`config.mk`:
```
export PLATFORM = sky130hd
export DESIGN_NAME = odeme_flat
export DESIGN_NICKNAME = d
export VERILOG_FILES = /design/src/rtl/odeme_pkg.sv /design/src/rtl/odeme_if.sv /design/src/rtl/odeme_karsilastir.sv /design/src/rtl/odeme.sv /design/src/flat_wrapper.sv
export SDC_FILE = /design/constraint.sdc
export NUM_CORES = 1
export LEC_CHECK = 0
export BUFFER_PORTS_ARGS = -buffer_cell sky130_fd_sc_hd__buf_2
export CAP_MARGIN = 20
export CORE_MARGIN = 2
export CORE_UTILIZATION = 31
export CTS_CLUSTER_SIZE = 8
export DETAILED_ROUTE_END_ITERATION = 10
export HOLD_SLACK_MARGIN = 0.08
export SLEW_MARGIN = 15
export SYNTH_ARGS = -nofsm -noshare
export SYNTH_HDL_FRONTEND = slang
export SYNTH_SLANG_ARGS = --single-unit
export TNS_END_PERCENT = 1
```
`constraint.sdc`:
```
create_clock -name saat -period 4.6 [get_ports saat]
set_clock_uncertainty 0.05 [all_clocks]
set_input_delay 0.46 -clock saat [delete_from_list [all_inputs] [get_ports saat]]
set_output_delay 0.46 -clock saat [all_outputs]
set_load 0.02 [all_outputs]
```
`src/rtl/odeme_pkg.sv`:
```
// odeme_pkg -- shared constants and types for the payment block.
//   UCRET_W_DEF / BAKIYE_W_DEF : default fee / balance widths
//   STATS_W                    : width of the optional statistics counters
//   durum_t                    : FSM state (BOSTA idle, SONUC result valid)
//   sat_inc                    : saturating increment for the counters
package odeme_pkg;
  localparam int UCRET_W_DEF  = 8;
  localparam int BAKIYE_W_DEF = 9;
  localparam int STATS_W      = 16;

  typedef enum logic {BOSTA = 1'b0, SONUC = 1'b1} durum_t;

  function automatic logic [STATS_W-1:0] sat_inc(input logic [STATS_W-1:0] v);
    return (v == '1) ? v : v + STATS_W'(1);
  endfunction
endpackage

```
`src/rtl/odeme_if.sv`:
```
// odeme_if -- request/result bundle of the payment block.
//   basla    : transaction request (master -> slave)
//   ucret    : fee, UCRET_W bits (master -> slave)
//   bakiye   : balance, BAKIYE_W bits (master -> slave)
//   onay     : approved flag (slave -> master)
//   k_bakiye : remaining balance (slave -> master)
//   bitti    : transaction complete (slave -> master)
interface odeme_if
  import odeme_pkg::*;
#(
  parameter int UCRET_W  = UCRET_W_DEF,
  parameter int BAKIYE_W = BAKIYE_W_DEF
);
  logic                basla;
  logic [UCRET_W-1:0]  ucret;
  logic [BAKIYE_W-1:0] bakiye;
  logic                onay;
  logic [BAKIYE_W-1:0] k_bakiye;
  logic                bitti;

  modport master (output basla, ucret, bakiye, input onay, k_bakiye, bitti);
  modport slave  (input basla, ucret, bakiye, output onay, k_bakiye, bitti);
endinterface

```
`src/rtl/odeme_karsilastir.sv`:
```
// odeme_karsilastir -- combinational affordability check.
//   ucret   : fee, zero-extended to the balance width before comparing
//   bakiye  : balance
//   yeterli : 1 when the balance covers the fee
//   kalan   : balance after charging, or the untouched balance on decline
module odeme_karsilastir #(
  parameter int UCRET_W  = 8,
  parameter int BAKIYE_W = 9
) (
  input  logic [UCRET_W-1:0]  ucret,
  input  logic [BAKIYE_W-1:0] bakiye,
  output logic                yeterli,
  output logic [BAKIYE_W-1:0] kalan
);
  logic [BAKIYE_W-1:0] ucret_ext;

  assign ucret_ext = BAKIYE_W'(ucret);
  assign yeterli   = (bakiye >= ucret_ext);
  // Subtraction only taken when it cannot underflow.
  assign kalan     = yeterli ? (bakiye - ucret_ext) : bakiye;
endmodule

```
`src/rtl/odeme.sv`:
```
// odeme -- single-cycle payment approval.
//   saat   : clock, rising edge
//   reset  : synchronous active-high reset
//   bus    : odeme_if slave (basla/ucret/bakiye in, onay/k_bakiye/bitti out)
//   onay_sayac / red_sayac : approval / decline counters, saturating,
//            present only when ODEME_STATS_EN is defined
// Every edge with basla=1 charges the fee and shows the result the next
// cycle; edges with basla=0 keep the last result and drop bitti.
module odeme
  import odeme_pkg::*;
#(
  parameter int UCRET_W  = UCRET_W_DEF,
  parameter int BAKIYE_W = BAKIYE_W_DEF
) (
  input  logic               saat,
  input  logic               reset,
  odeme_if.slave             bus
`ifdef ODEME_STATS_EN
  ,
  output logic [STATS_W-1:0] onay_sayac,
  output logic [STATS_W-1:0] red_sayac
`endif
);
  durum_t              state_q, state_d;
  logic                onay_q, onay_d;
  logic [BAKIYE_W-1:0] k_bakiye_q, k_bakiye_d;
  logic                yeterli;
  logic [BAKIYE_W-1:0] kalan;

  odeme_karsilastir #(.UCRET_W(UCRET_W), .BAKIYE_W(BAKIYE_W)) u_kars (
    .ucret  (bus.ucret),
    .bakiye (bus.bakiye),
    .yeterli(yeterli),
    .kalan  (kalan)
  );

  // State register
  always_ff @(posedge saat) begin
    if (reset) state_q <= BOSTA;
    else       state_q <= state_d;
  end

  // Next state: every request (re)enters SONUC, anything else idles.
  always_comb begin
    state_d = bus.basla ? SONUC : BOSTA;
  end

  // Result outputs: load on a new transaction, otherwise hold.
  always_comb begin
    onay_d     = onay_q;
    k_bakiye_d = k_bakiye_q;
    if (state_d == SONUC) begin
      onay_d     = yeterli;
      k_bakiye_d = kalan;
    end
  end

  always_ff @(posedge saat) begin
    if (reset) begin
      onay_q     <= 1'b0;
      k_bakiye_q <= '0;
    end else begin
      onay_q     <= onay_d;
      k_bakiye_q <= k_bakiye_d;
    end
  end

  assign bus.onay     = onay_q;
  assign bus.k_bakiye = k_bakiye_q;
  // SONUC is entered exactly on request edges, so it doubles as bitti.
  assign bus.bitti    = (state_q == SONUC);

`ifdef ODEME_STATS_EN
  logic [STATS_W-1:0] onay_sayac_q, red_sayac_q;

  always_ff @(posedge saat) begin
    if (reset) begin
      onay_sayac_q <= '0;
      red_sayac_q  <= '0;
    end else if (bus.basla) begin
      if (yeterli) onay_sayac_q <= sat_inc(onay_sayac_q);
      else         red_sayac_q  <= sat_inc(red_sayac_q);
    end
  end

  assign onay_sayac = onay_sayac_q;
  assign red_sayac  = red_sayac_q;
`endif
endmodule

```
`src/flat_wrapper.sv`:
```
// flat-port wrapper written by rule: the top's interface ports become plain ports
module odeme_flat import odeme_pkg::*;
#(
  parameter int UCRET_W  = UCRET_W_DEF,
  parameter int BAKIYE_W = BAKIYE_W_DEF
)
  (saat, reset, bus_basla, bus_ucret, bus_bakiye, bus_onay, bus_k_bakiye, bus_bitti);
  odeme_if #(.UCRET_W(UCRET_W), .BAKIYE_W(BAKIYE_W)) bus_i ();
  input  logic saat;
  input  logic reset;
  input wire logic [$bits(bus_i.basla)-1:0] bus_basla;
  input wire logic [$bits(bus_i.ucret)-1:0] bus_ucret;
  input wire logic [$bits(bus_i.bakiye)-1:0] bus_bakiye;
  output wire logic [$bits(bus_i.onay)-1:0] bus_onay;
  output wire logic [$bits(bus_i.k_bakiye)-1:0] bus_k_bakiye;
  output wire logic [$bits(bus_i.bitti)-1:0] bus_bitti;
  assign bus_i.basla = bus_basla;
  assign bus_i.ucret = bus_ucret;
  assign bus_i.bakiye = bus_bakiye;
  assign bus_onay = bus_i.onay;
  assign bus_k_bakiye = bus_i.k_bakiye;
  assign bus_bitti = bus_i.bitti;
  odeme #(.UCRET_W(UCRET_W), .BAKIYE_W(BAKIYE_W)) u_core (.saat(saat), .reset(reset), .bus(bus_i));
endmodule
```
==> qor.txt <==
Setup bufs post-CTS: 0
CTS tree: done
HPWL Detailed: 1840 um
Final Setup Violations: 0
Worst R2R Start: u_core.bus.k_bakiye[5]
Area Growth Syn to Fin: 20.7%
Overall power: 0.293 mW
Crit path from: bus_bakiye[0]
CP Data Required Time: 4720 ps
Register area: 220 sq um
Die height: 59.1 um
Synth cell types: 37
Largest area contributor in the netlist: dfxtp_1
Initial Utilization: 33.3%
Post-route cell area: 1140 sq um
Die Area: 3490 sq um
Clock Sinks: 11
Max-cap violations: 0
Hold endpoint: u_core.bus.k_bakiye[2]
Power per cell area: 258 nW/um^2
Startpoint Class: input port
Synth Cell Area: 941 sq um
Via-per-instance ratio: 5.33
Worst skew pair latency: 270 ps
Seq/Total Area, Yosys: 23.4%
Top_reg_cell synth: dfxtp_1
Worst IR drop on VDD: 80.9 uV
Placed Area: 1110 sq um
R2R depth: 3
WHS Path Cells: 3
Initial antenna violation count: 0
Setup TNS: 0 ps
Hold-fix buffers at CTS: 0
DRC errors left: 0
WS Path Type: input port to flop
Mapped Nets: 147
Via Count: 948
Period utilization: 46.6%
Final hold vios: 0
Fillers: 293
Status: finished clean
Footprint of the multi-input gates: 652 sq um
Slew headroom: 68.7%
Worst-path maximum fanout: 4
Avg Synthesized Cell Area: 7.97 sq um
Top cells by area, synth: dfxtp_1 23%, ha_1 11%, nor2_1 6.0%
Nets: 177
Most used cell, CP: nand2b_1
Min Tclk post-route: 2140 ps
PortBufs: 30
Hold wc startpoint: bus_bakiye[2]
Routed WL: 2340 um
Synthesis-stage register bit count: 11
Post-Syn Instances: 118
Num ports: 31
GRT Resource Usage Total: 13.9%
Unrepaired setup endpoints after global routing: false
CTS resizes: 0
CP Capture Type: flop
LEAKAGE: 0.542 nW
Cells along the critical path: buf_2 > inv_1 > ha_1 > fa_1 > nand2b_1 > a21oi_1 > a221oi_1 > nand2b_1 > a311oi_1
Post-route ant nets: 0
Clock Root Buffer: clkbuf_4
CTS max path bufs: 2
RePlAce Congestion: 0.831
Max Freq: 467 MHz
Num CTS Buffers: 3
Layout cells sized above 1: 26.5%
CP peak stage delay: 410 ps
H-tree levels: 1
Vias in the first global route: 817
Die width: 59.1 um
# diodes: 0
Largest net degree at the start of global routing: 22
Worst R2R End: u_core.bus.k_bakiye[5]
EDFF count, synth: 0
Hold Crit Class: input port to flop
Avg WL per Cell: 13.1 um
Crit path arrival time: 2270 ps
Slowest library cell on the worst path: fa_1
Row count: 19
Slew at the pin with the worst max-slew slack: 469 ps
Iteration-0 DRC Markers: 40
Yosys top cell area share: 23.4%
Core ar.: 2830 sq um
First-pass GRT wire length: 3700 um
Ys async rst share: 0%
GRT overflow: 0
Reg2reg setup slack: 3760 ps
CTS clk-pin slew, worst paths: 80 ps
Synthesis Warnings: 0
1st-pass router iterations: 4
Slew Limit Fails: 0
area by class of cell:
| type | instances | area share [%] |
|---|---|---|
| multi-input cells | 89 | 57.4 |
| repair buffers | 30 | 13.2 |
| well taps | 31 | 3.41 |
| flip-flops and latches | 11 | 19.4 |
| clock buffers | 4 | 2.31 |
| inverters | 13 | 4.30 |
placed cells by master, fill, tap and decap left out, types with 3 or more instances in the layout:
cell	n
inv_1	13
a21oi_1	3
nand2b_1	4
a211oi_1	3
nand3_1	7
clkbuf_4	3
ha_1	8
nand2_1	4
xor2_1	3
nor2_1	15
a311oi_1	6
o31ai_1	3
a21o_1	3
o21ai_0	4
buf_2	30
dfxtp_1	11
through the flow:
| stage | setup slack, ps | util [%] | cells | hold WS [ps] |
|---|---|---|---|---|
| floorplan | 2490 | - | 118 | 505 |
| global placement | 2300 | 39.2 | 174 | 422 |
| detailed placement | 2230 | 39.2 | 174 | 428 |
| CTS | 2490 | 40.2 | 178 | 424 |
| global route | 2350 | 40.2 | 178 | 437 |
| finish | 2460 | 40.2 | 178 | 420 |
worst max-delay path, delay by kind of cell:
family / cells / cell delay, ps
compound gates: 3 / 710
fa+ha+maj: 2 / 630
buf+inv: 2 / 120
simple gates: 2 / 340
kinds of logic after synthesis:
group / share of synthesized area (%)
buffers and inverters: 7.31
and+or+nand+nor: 20.5
xor gates and xnor gates: 3.72
DFF: 23.4
adders and majority gates: 12.8
AOI/OAI and AO/OA: 32.3
worst max path at each step:
stage	end	slack, ps	cells past startpoint
2_1_floorplan	u_core.bus.k_bakiye[8]	2490	8
3_3_place_gp	u_core.bus.k_bakiye[6]	2300	9
3_5_place_dp	u_core.bus.k_bakiye[8]	2230	9
4_1_cts	u_core.bus.k_bakiye[8]	2490	9
5_1_grt	u_core.bus.k_bakiye[6]	2350	9
6_report	u_core.bus.k_bakiye[8]	2460	9
cells in the mapped netlist, types with 2 or more instances:
library cell,count
nor2_1,15
inv_1,13
dfxtp_1,11
ha_1,8
nand3_1,7
a311oi_1,6
clkbuf_1,4
nand2_1,4
nand2b_1,4
o21ai_0,4
a211oi_1,3
a21o_1,3
a21oi_1,3
o31ai_1,3
xor2_1,3
a31oi_1,2
nor2_2,2
nor3b_1,2
o211ai_1,2
or3_1,2
registers in the layout (all words and copies together), names as in the netlist:
name and cells:
u_core.bus.k_bakiye 9, u_core.bus.bitti 1, u_core.bus.onay 1
power by group:
part	switching, mW	internal [mW]
logic	0.0700	0.0473
registers	0.00353	0.104
clock network	0.0342	0.0336
total	0.108	0.185
routing by layer:
layer | global-route usage, % | up-vias | share of wire, %
met5 | 0 | - | 0
met4 | 7.47 | 0 | 2.1
met2 | 22.4 | 22 | 46
met1 | 18.2 | 426 | 49
met3 | 1.75 | 6 | 3.2
li1 | - | 494 | -
No activity file was read; power rests on OpenSTA's default activity.
